===== src/rtl/l1b_clk_pkg.sv =====
// Shared definitions for the L1B CPU clock switch: state encoding, counter widths
// and state-decode helpers.
package l1b_clk_pkg;

    localparam int DIV_W          = 4;
    localparam int WDOG_W         = 8;
    localparam int WDOG_LIMIT_DEF = 255;

    typedef logic [2:0] state_t;

    localparam state_t ST_FAST_LO   = 3'd0;
    localparam state_t ST_FAST_HI   = 3'd1;
    localparam state_t ST_SYNC_WAIT = 3'd2;
    localparam state_t ST_HOST_LO   = 3'd3;
    localparam state_t ST_HOST_HI   = 3'd4;
    localparam state_t ST_RESYNC    = 3'd5;

    function automatic logic phi2_high(input state_t s);
        return (s == ST_FAST_HI) || (s == ST_HOST_HI);
    endfunction

    function automatic logic host_xfer(input state_t s);
        return (s == ST_HOST_LO) || (s == ST_HOST_HI);
    endfunction

    // States in which the block depends on bbc_phi0 edges to make progress.
    function automatic logic host_wait(input state_t s);
        return (s == ST_SYNC_WAIT) || host_xfer(s);
    endfunction

endpackage


===== src/rtl/host_clk_switch_if.sv =====
// Host-bus side signals of the clock switch, plus debug visibility of the FSM state.
interface host_clk_switch_if;
    // Protocol: host_sel is only qualified in the last hsclk of a FAST_LO phase;
    // host_cyc frames a host transfer and dbuf_le is a single-hsclk strobe inside it.
    logic       bbc_phi0;
    logic       rdy;
    logic       host_sel;
    logic       cpu_phi2;
    logic       host_cyc;
    logic       dbuf_le;
    logic       host_timeout;
    logic [2:0] dbg_state;
    logic       dbg_phi0_s;

    modport master (
        output bbc_phi0, rdy, host_sel,
        input  cpu_phi2, host_cyc, dbuf_le, host_timeout, dbg_state, dbg_phi0_s
    );

    modport slave (
        input  bbc_phi0, rdy, host_sel,
        output cpu_phi2, host_cyc, dbuf_le, host_timeout, dbg_state, dbg_phi0_s
    );
endinterface


===== src/rtl/phi0_sync.sv =====
// Multi-stage synchroniser for bbc_phi0 and rdy into hsclk, with phi0 edge detection.
module phi0_sync #(
    parameter int SYNC_STAGES = 2
) (
    input  logic hsclk,
    input  logic reset,
    input  logic bbc_phi0,
    input  logic rdy,
    output logic phi0_s,
    output logic rise,
    output logic fall,
    output logic rdy_s
);

    logic [SYNC_STAGES-1:0] phi0_sr_q, phi0_sr_d;
    logic [SYNC_STAGES-1:0] rdy_sr_q, rdy_sr_d;
    logic                   phi0_q, phi0_d;

    always_comb begin
        phi0_sr_d = {phi0_sr_q[SYNC_STAGES-2:0], bbc_phi0};
        rdy_sr_d  = {rdy_sr_q[SYNC_STAGES-2:0], rdy};
        phi0_d    = phi0_sr_q[SYNC_STAGES-1];
    end

    always_ff @(posedge hsclk or posedge reset) begin
        if (reset) begin
            phi0_sr_q <= '0;
            rdy_sr_q  <= '0;
            phi0_q    <= 1'b0;
        end else begin
            phi0_sr_q <= phi0_sr_d;
            rdy_sr_q  <= rdy_sr_d;
            phi0_q    <= phi0_d;
        end
    end

    assign phi0_s = phi0_sr_q[SYNC_STAGES-1];
    assign rdy_s  = rdy_sr_q[SYNC_STAGES-1];
    assign rise   = phi0_s & ~phi0_q;
    assign fall   = ~phi0_s & phi0_q;

endmodule


===== src/rtl/host_clk_switch.sv =====
// 65816 PHI2 generator: fast divided clock from hsclk, stretched and phase-locked to
// bbc_phi0 for host-bus cycles. Optional host-clock watchdog under macro HOST_WDOG_EN.
module host_clk_switch
    import l1b_clk_pkg::*;
#(
    parameter int FAST_DIV      = 1,
    parameter int SYNC_STAGES   = 2,
    parameter int RESYNC_CYCLES = 1,
    parameter int WDOG_LIMIT    = WDOG_LIMIT_DEF
) (
    input  logic               hsclk,
    input  logic               reset,
    host_clk_switch_if.slave   bus
);

    if (FAST_DIV < 1 || FAST_DIV > 15) begin : g_bad_fast_div
        $error("FAST_DIV out of range");
    end
    if (SYNC_STAGES < 2 || SYNC_STAGES > 3) begin : g_bad_sync_stages
        $error("SYNC_STAGES out of range");
    end
    if (RESYNC_CYCLES < 1 || RESYNC_CYCLES > 7) begin : g_bad_resync
        $error("RESYNC_CYCLES out of range");
    end
    if (WDOG_LIMIT < 1 || WDOG_LIMIT > (2 ** WDOG_W) - 1) begin : g_bad_wdog
        $error("WDOG_LIMIT out of range");
    end

    localparam logic [DIV_W-1:0] FAST_LAST   = DIV_W'(FAST_DIV - 1);
    localparam logic [DIV_W-1:0] RESYNC_LAST = DIV_W'(RESYNC_CYCLES - 1);

    logic phi0_s, rise, fall, rdy_s;

    phi0_sync #(
        .SYNC_STAGES (SYNC_STAGES)
    ) u_phi0_sync (
        .hsclk    (hsclk),
        .reset    (reset),
        .bbc_phi0 (bus.bbc_phi0),
        .rdy      (bus.rdy),
        .phi0_s   (phi0_s),
        .rise     (rise),
        .fall     (fall),
        .rdy_s    (rdy_s)
    );

    state_t           state_q, state_d;
    logic [DIV_W-1:0] div_q, div_d;
    logic             cpu_phi2_q, cpu_phi2_d;
    logic             host_cyc_q, host_cyc_d;
    logic             dbuf_le_c;

`ifdef HOST_WDOG_EN
    localparam logic [WDOG_W-1:0] WDOG_LAST = WDOG_W'(WDOG_LIMIT);
    logic [WDOG_W-1:0] wdog_q, wdog_d;
    logic              timeout_q, timeout_d;
`endif

    always_comb begin
        state_d   = state_q;
        div_d     = div_q;
        dbuf_le_c = 1'b0;

        case (state_q)
            ST_FAST_LO: begin
                if (div_q == FAST_LAST) begin
                    div_d   = '0;
                    state_d = bus.host_sel ? ST_SYNC_WAIT : ST_FAST_HI;
                end else begin
                    div_d = div_q + 1'b1;
                end
            end
            ST_FAST_HI: begin
                if (div_q == FAST_LAST) begin
                    div_d   = '0;
                    state_d = ST_FAST_LO;
                end else begin
                    div_d = div_q + 1'b1;
                end
            end
            ST_SYNC_WAIT: begin
                if (fall) state_d = ST_HOST_LO;
            end
            ST_HOST_LO: begin
                if (rise) state_d = ST_HOST_HI;
            end
            ST_HOST_HI: begin
                // Data is valid on the phi0 falling edge; a low rdy repeats the host cycle.
                if (fall) begin
                    dbuf_le_c = 1'b1;
                    state_d   = rdy_s ? ST_RESYNC : ST_HOST_LO;
                end
            end
            ST_RESYNC: begin
                if (div_q == RESYNC_LAST) begin
                    div_d   = '0;
                    state_d = ST_FAST_LO;
                end else begin
                    div_d = div_q + 1'b1;
                end
            end
            default: begin
                div_d   = '0;
                state_d = ST_FAST_LO;
            end
        endcase

`ifdef HOST_WDOG_EN
        wdog_d    = '0;
        timeout_d = timeout_q;
        if (host_wait(state_q)) begin
            if (wdog_q == WDOG_LAST) begin
                state_d   = ST_RESYNC;
                div_d     = '0;
                dbuf_le_c = 1'b0;
                timeout_d = 1'b1;
            end else if (!(rise || fall)) begin
                wdog_d = wdog_q + 1'b1;
            end
        end
`endif

        cpu_phi2_d = phi2_high(state_d);
        host_cyc_d = host_xfer(state_d);
    end

    always_ff @(posedge hsclk or posedge reset) begin
        if (reset) begin
            state_q    <= ST_FAST_LO;
            div_q      <= '0;
            cpu_phi2_q <= 1'b0;
            host_cyc_q <= 1'b0;
        end else begin
            state_q    <= state_d;
            div_q      <= div_d;
            cpu_phi2_q <= cpu_phi2_d;
            host_cyc_q <= host_cyc_d;
        end
    end

`ifdef HOST_WDOG_EN
    always_ff @(posedge hsclk or posedge reset) begin
        if (reset) begin
            wdog_q    <= '0;
            timeout_q <= 1'b0;
        end else begin
            wdog_q    <= wdog_d;
            timeout_q <= timeout_d;
        end
    end

    assign bus.host_timeout = timeout_q;
`else
    assign bus.host_timeout = 1'b0;
`endif

    assign bus.cpu_phi2   = cpu_phi2_q;
    assign bus.host_cyc   = host_cyc_q;
    assign bus.dbuf_le    = dbuf_le_c;
    assign bus.dbg_state  = state_q;
    assign bus.dbg_phi0_s = phi0_s;

endmodule


===== src/flat_wrapper.sv =====
// flat-port wrapper written by rule: the top's interface ports become plain ports
module host_clk_switch_flat import l1b_clk_pkg::*;
#(
    parameter int FAST_DIV      = 1,
    parameter int SYNC_STAGES   = 2,
    parameter int RESYNC_CYCLES = 1,
    parameter int WDOG_LIMIT    = WDOG_LIMIT_DEF
)
  (hsclk, reset, bus_bbc_phi0, bus_rdy, bus_host_sel, bus_cpu_phi2, bus_host_cyc, bus_dbuf_le, bus_host_timeout, bus_dbg_state, bus_dbg_phi0_s);
  host_clk_switch_if bus_i ();
  input  logic hsclk;
  input  logic reset;
  input wire logic [$bits(bus_i.bbc_phi0)-1:0] bus_bbc_phi0;
  input wire logic [$bits(bus_i.rdy)-1:0] bus_rdy;
  input wire logic [$bits(bus_i.host_sel)-1:0] bus_host_sel;
  output wire logic [$bits(bus_i.cpu_phi2)-1:0] bus_cpu_phi2;
  output wire logic [$bits(bus_i.host_cyc)-1:0] bus_host_cyc;
  output wire logic [$bits(bus_i.dbuf_le)-1:0] bus_dbuf_le;
  output wire logic [$bits(bus_i.host_timeout)-1:0] bus_host_timeout;
  output wire logic [$bits(bus_i.dbg_state)-1:0] bus_dbg_state;
  output wire logic [$bits(bus_i.dbg_phi0_s)-1:0] bus_dbg_phi0_s;
  assign bus_i.bbc_phi0 = bus_bbc_phi0;
  assign bus_i.rdy = bus_rdy;
  assign bus_i.host_sel = bus_host_sel;
  assign bus_cpu_phi2 = bus_i.cpu_phi2;
  assign bus_host_cyc = bus_i.host_cyc;
  assign bus_dbuf_le = bus_i.dbuf_le;
  assign bus_host_timeout = bus_i.host_timeout;
  assign bus_dbg_state = bus_i.dbg_state;
  assign bus_dbg_phi0_s = bus_i.dbg_phi0_s;
  host_clk_switch #(.FAST_DIV(FAST_DIV), .SYNC_STAGES(SYNC_STAGES), .RESYNC_CYCLES(RESYNC_CYCLES), .WDOG_LIMIT(WDOG_LIMIT)) u_core (.hsclk(hsclk), .reset(reset), .bus(bus_i));
endmodule

===== config.mk =====
export PLATFORM = sky130hd
export DESIGN_NAME = host_clk_switch_flat
export DESIGN_NICKNAME = d
export VERILOG_FILES = /design/src/rtl/l1b_clk_pkg.sv /design/src/rtl/host_clk_switch_if.sv /design/src/rtl/phi0_sync.sv /design/src/rtl/host_clk_switch.sv /design/src/flat_wrapper.sv
export SDC_FILE = /design/constraint.sdc
export NUM_CORES = 1
export LEC_CHECK = 0
export ABC_CLOCK_PERIOD_IN_PS = 1900
export CAP_MARGIN = 20
export CORE_MARGIN = 1
export CORE_UTILIZATION = 49
export CTS_BUF_LIST = sky130_fd_sc_hd__clkbuf_16
export CTS_CLUSTER_SIZE = 16
export DETAILED_ROUTE_END_ITERATION = 8
export PLACE_DENSITY = 0.75
export SYNTH_ARGS = -nofsm -noshare
export SYNTH_HDL_FRONTEND = slang
export SYNTH_SLANG_ARGS = --single-unit

===== constraint.sdc =====
create_clock -name hsclk -period 1.9 [get_ports hsclk]
set_input_delay 0.38 -clock hsclk [delete_from_list [all_inputs] [get_ports hsclk]]
set_output_delay 0.38 -clock hsclk [all_outputs]
set_load 0.01 [all_outputs]

======== Yosys cells after proc, flatten, opt, wreduce, memory -nomap -nowiden ========
Cells that the tools add are included.
storage, ports and cells
  input port bits ......................... 5
  logic and storage cells ................. 39
  output and inout bits ................... 8
  register bits after elaboration ......... 14
cells by class
  reductions and logical operators ........ 7
  bitwise gates (word level) .............. 4
  $add $sub $neg .......................... 1
  multiplexer cells ....................... 12
  equal/unequal tests ..................... 8
operator list
  kind                                                             count
  3-bit two-way mux                                                6
  3-bit one-hot mux with 5 select lines                            1
  3-bit by 2-bit == test with 1-bit output, second input constant  3
  3-bit == test, second input constant                             3
  4-bit one-hot mux with 2 select lines                            1
  3-bit by 1-bit == test with 1-bit output, second input constant  2
  3-bit OR reduction                                               2
  4-bit by 1-bit adder with 4-bit output, second input constant    1
  4-bit logical NOT                                                1
  4-bit two-way mux                                                1
  3-bit logical NOT                                                1
  1-bit AND                                                        2
  1-bit logical OR                                                 2
  1-bit two-way mux                                                2
  2-bit two-way mux                                                1
  1-bit NOT                                                        2
  2-bit OR reduction                                               1

======== Logic depth before layout (Yosys ltp) ========
Gate-level depths: netlist (run 1).
  depth after elaboration ................. 6
  mapped depth ............................ 7
  depth with buffers taken out ............ 7

======== Modules after synthesis ========
A second synthesis (run 1) with hierarchy kept.
unflattened totals
  cell total of the unflattened synthesis .. 64
  area, all modules ....................... 679.4 µm²
by module, submodules not included
  module           instances  seq. area each (µm²)  area each (µm²)  cells each
  host_clk_switch  1          225.2                 535.5            56
  phi0_sync        1          125.1                 143.9            8

======== Least setup slack after synthesis (run 1) ========
OpenSTA, ideal clock, no wires.
  path kind ............................... register to register
  from .................................... reg u_core.div_q[0]
  to ...................................... reg u_core.cpu_phi2_q (netlist: u_core.bus.cpu_phi2)
  cell stages (with the launch flop) ...... 8
  period minus slack after synthesis ...... 1622 ps
  data arrival time ....................... 1503 ps
  path slack .............................. 278 ps
  buffers on the path ..................... 0
  data required time ...................... 1781 ps
  library setup time ...................... 119 ps
  path through ............................ dfrtp_1 inv_1 ha_1 nor3b_4 mux2i_1 o221ai_4 xnor2_1 nor2_2
on the way
  longest elaborated chain between the ends .. 5
  elaborated cells on any way between the ends .. 7
  those cells by class .................... 2 x eq/ne; 3 x mux; 2 x reduce/logical
RTL lines
  what                                                                              line                                                                 source
  from (decl)                                                                       host_clk_switch.sv:48                                                logic [DIV_W-1:0] div_q, div_d;
  from (signal assigned)                                                            host_clk_switch.sv:135                                               div_q <= div_d;
  4-bit logical NOT (*)                                                             host_clk_switch.sv:66, host_clk_switch.sv:74, host_clk_switch.sv:95
  3-bit two-way mux (on tied branches)                                              host_clk_switch.sv:74, host_clk_switch.sv:95, host_clk_switch.sv:66
  3-bit one-hot mux with 5 select lines (*)                                         host_clk_switch.sv:64                                                case (state_q)
  net u_core.state_d[0]                                                             host_clk_switch.sv:47                                                state_t state_q, state_d;
  3-bit by 1-bit == test with 1-bit output / 3-bit == test (equally long branches)  l1b_clk_pkg.sv:19                                                    return (s == ST_FAST_HI) || (s == ST_HOST_HI);
  1-bit logical OR (*)                                                              l1b_clk_pkg.sv:19
  net u_core.cpu_phi2_d                                                             host_clk_switch.sv:49                                                logic cpu_phi2_q, cpu_phi2_d;
  to (signal assigned)                                                              host_clk_switch.sv:136                                               cpu_phi2_q <= cpu_phi2_d;
  to (decl)                                                                         host_clk_switch.sv:49
Mark *: on every way through the listed nets, which the timed path passes. The rest lies on a longest branch.
A chain may end at the register's enable or synchronous reset.

======== Worst setup path after layout (run 1) ========
  from .................................... reg u_core.state_q[1] (netlist: u_core.bus.dbg_state[1])
  to ...................................... out bus_dbg_state[1]
RTL lines
  what                    line                    source
  from (decl)             host_clk_switch.sv:47
  from (signal assigned)  host_clk_switch.sv:134  state_q <= state_d;
  to (decl)               flat_wrapper.sv:20      output wire logic [$bits(bus_i.dbg_state)-1:0] bus_dbg_state;
No word-level cell between the ends.

==> results of run 1 <==
## final cells by class
class	count	area, um2
fill	107	408
sequential	14	350
multi-input combinational	43	333
timing repair buffer	15	139
clock buffer	3	75.1
inverter	6	22.5
tap	15	18.8
clock inverter	1	3.75
## power by group
part	internal, uW	total, uW	switching (uW)
clock network	277	388	111
logic	268	555	286
registers	355	388	32.6
## worst max-delay path by stage
stage | start | end
finish | u_core.bus.dbg_state[1] | bus_dbg_state[1]
global route | u_core.bus.dbg_state[1] | bus_dbg_state[1]
CTS | u_core.bus.dbg_state[1] | bus_dbg_state[1]
detailed placement | u_core.bus.dbg_state[1] | bus_dbuf_le
global placement | u_core.bus.dbg_state[1] | bus_dbuf_le
floorplan | u_core.div_q[0] | u_core.bus.cpu_phi2
## per-layer routing
layer,up-vias,track usage [%],part of all wire [%]
li1,263,-,-
met1,247,24.9,48
met2,8,28.6,48
met3,2,4.89,3.1
met4,0,15.0,1.3
met5,-,0,0
## stage by stage
stage / cell area (um2) / cells / total power [uW] / util (%) / hold slack [ps]
2_1_floorplan: 734 / 66 / 776 / - / 269
3_3_place_gp: 853 / 93 / 917 / 63.2 / 332
3_5_place_dp: 853 / 93 / 933 / 63.2 / 339
4_1_cts: 942 / 97 / 1350 / 69.8 / 349
5_1_grt: 942 / 97 / 1420 / 69.8 / 355
6_report: 942 / 97 / 1330 / 69.8 / 346
## critical path, cell delays in order (launching register included)
cell and delay, ps:
dfrtp_1 380, buf_4 210, clkdlybuf4s50_1 560
## flip-flops by register name, summed over array words and instances (netlist names)
| signal | cells |
|---|---|
| u_core.div_q | 4 |
| u_core.bus.dbg_state | 3 |
| u_core.u_phi0_sync.phi0_sr_q | 2 |
| u_core.u_phi0_sync.rdy_sr_q | 2 |
| u_core.bus.cpu_phi2 | 1 |
| u_core.bus.host_cyc | 1 |
| u_core.u_phi0_sync.phi0_q | 1 |
## kinds of logic after synthesis
kind of cell             Yosys count  synth area share [%]
AND/OR/NAND/NOR                   22                  19.9
AO/OA/AOI/OAI                     16                  17.4
flip-flops                        14                  47.7
buffers and inverters              9                  8.52
adder cells (fa/ha/maj)            2                  3.41
other                              1                 0.511
XOR/XNOR                           1                  1.19
multiplexers                       1                  1.36
## layout by cell type, fill, tap and decap left out, drive strengths merged, types with 3 or more instances in the layout
cell type	netlist	layout
a21oi	3	3
buf	2	4
clkbuf	1	3
clkdlybuf4s50	0	10
dfrtp	14	14
inv	6	6
nand2	4	4
nand2b	3	3
nor2	4	4
nor3	3	3
nor3b	3	3
## timing repair
item	in CTS	in global routing
gates resized for setup	3	0
endpoints found under the hold margin	0	0
setup endpoints to repair	1	0
==> flow_summary.toml, run 1 <==
[sta]
relSlewSlack_pct = 65.3
finalHoldViolCount = 0
setup_viol = 0
setup_ws_ps = 125
rsz0062_at_grt = "no"
finalSetupTns_ps = 0
max_freq_mhz = 563
drv_slew = 0
skew_ps = 1.94
final_period_minus_worst_setup_slack_ps = 1780
worst_pin_slew_ps = 520
final.period_utilization_pct = 93.4

[clocking]
cts_inserted_buffers = 3
post_cts_buffers = 0
root_buffer = "clkbuf_16"
tritoncts = "built"
clock-sinks = 14
cts_hold_buf = 0
clock_latency_ps = 240
htreeDepth = 1
path_clk_slew_ps = 40
clock_path_buffers = 2

[final_layout]
fin_nets = 90
area_growth_pct = 28.3
drive_above_1_share_pct = 17.1
diodes = 0

[route]
via_per_inst = 5.36
drt_first_iter_violations = 7
first_pass_iters = 3
num_vias = 520
wl_per_cell_um = 13.2
ant_nets = 0
drcViolationCount = 0
drt_wl_total_mm = 1.28

[floorplan]
die_area_um2 = 1660
die_y_um = 40.7
core_um2 = 1350
die_w_um = 40.7
std_cell_rows = 13
start_util_pct = 54.4
ios = 13

[synthesis]
synth_area_leaders = "dfrtp_1, o221ai_4, clkbuf_16"
synthDistinctLibCells = 34
synth_fp_nets = 73
yosysMostFrequentCell = "dfrtp_1"
synth_cells = 66
synth_common_cells = "dfrtp_1, inv_1"
synth_top_area_share_pct = 47.7
synth_warnings = 0
ys_seq_elements = 14
ys_seq_area_share_pct = 47.7
synth_edf_count = 0
async_flop_share_pct = 100
synthFlopType = "dfrtp_1"
synthesis.area_um2 = 734
synth_area_per_cell_um2 = 11.1
synth_top_area_cell = "dfrtp_1"

[power_and_ir_drop]
p_leak_uw = 0.000424
powerDensity_nw_per_um2 = 1410
peakVddDrop_v = 0.000859

[worst_setup_path]
worst_ep_required_time_ps = 1520
r2r-end = "u_core.bus.cpu_phi2"
crit_arrival_ps = 1400
worstSetupPathType = "flop to primary output"
crit_path_start_kind = "flop"
crit_fanout = 12
r2r_slack_ps = 220
rr_worst_depth = 7
critPathCaptureType = "primary output"
r2r_start = "u_core.div_q[1]"

[place]
dp_slack_ps = 11.8
port-buffer-count = 11
gp_congestion = 0.756
hpwl_um = 976

[min_path]
hold-path-endpoint = "u_core.u_phi0_sync.rdy_sr_q[1]"
hp-start = "u_core.u_phi0_sync.rdy_sr_q[0]"
whs_path_depth = 0
hp-class = "flop to flop"

[global_routing]
grt_pass1_vias = 475
antenna_found_initial = 0
grt_pass1_wl_mm = 1.99
grt_use_total_pct = 19.7
grt_max_degree = 15
grt-ovfl-total = 0

[flow_run]
drv_cap = 0

[status]
status = "completed"
(Power assumes the default switching activity.)
==> inputs of run 2 (changes only) <==
- TNS_END_PERCENT: not set -> 30
==> results of run 2 <==
No change in the layout: final DEF, timing and power equal those of run 1.
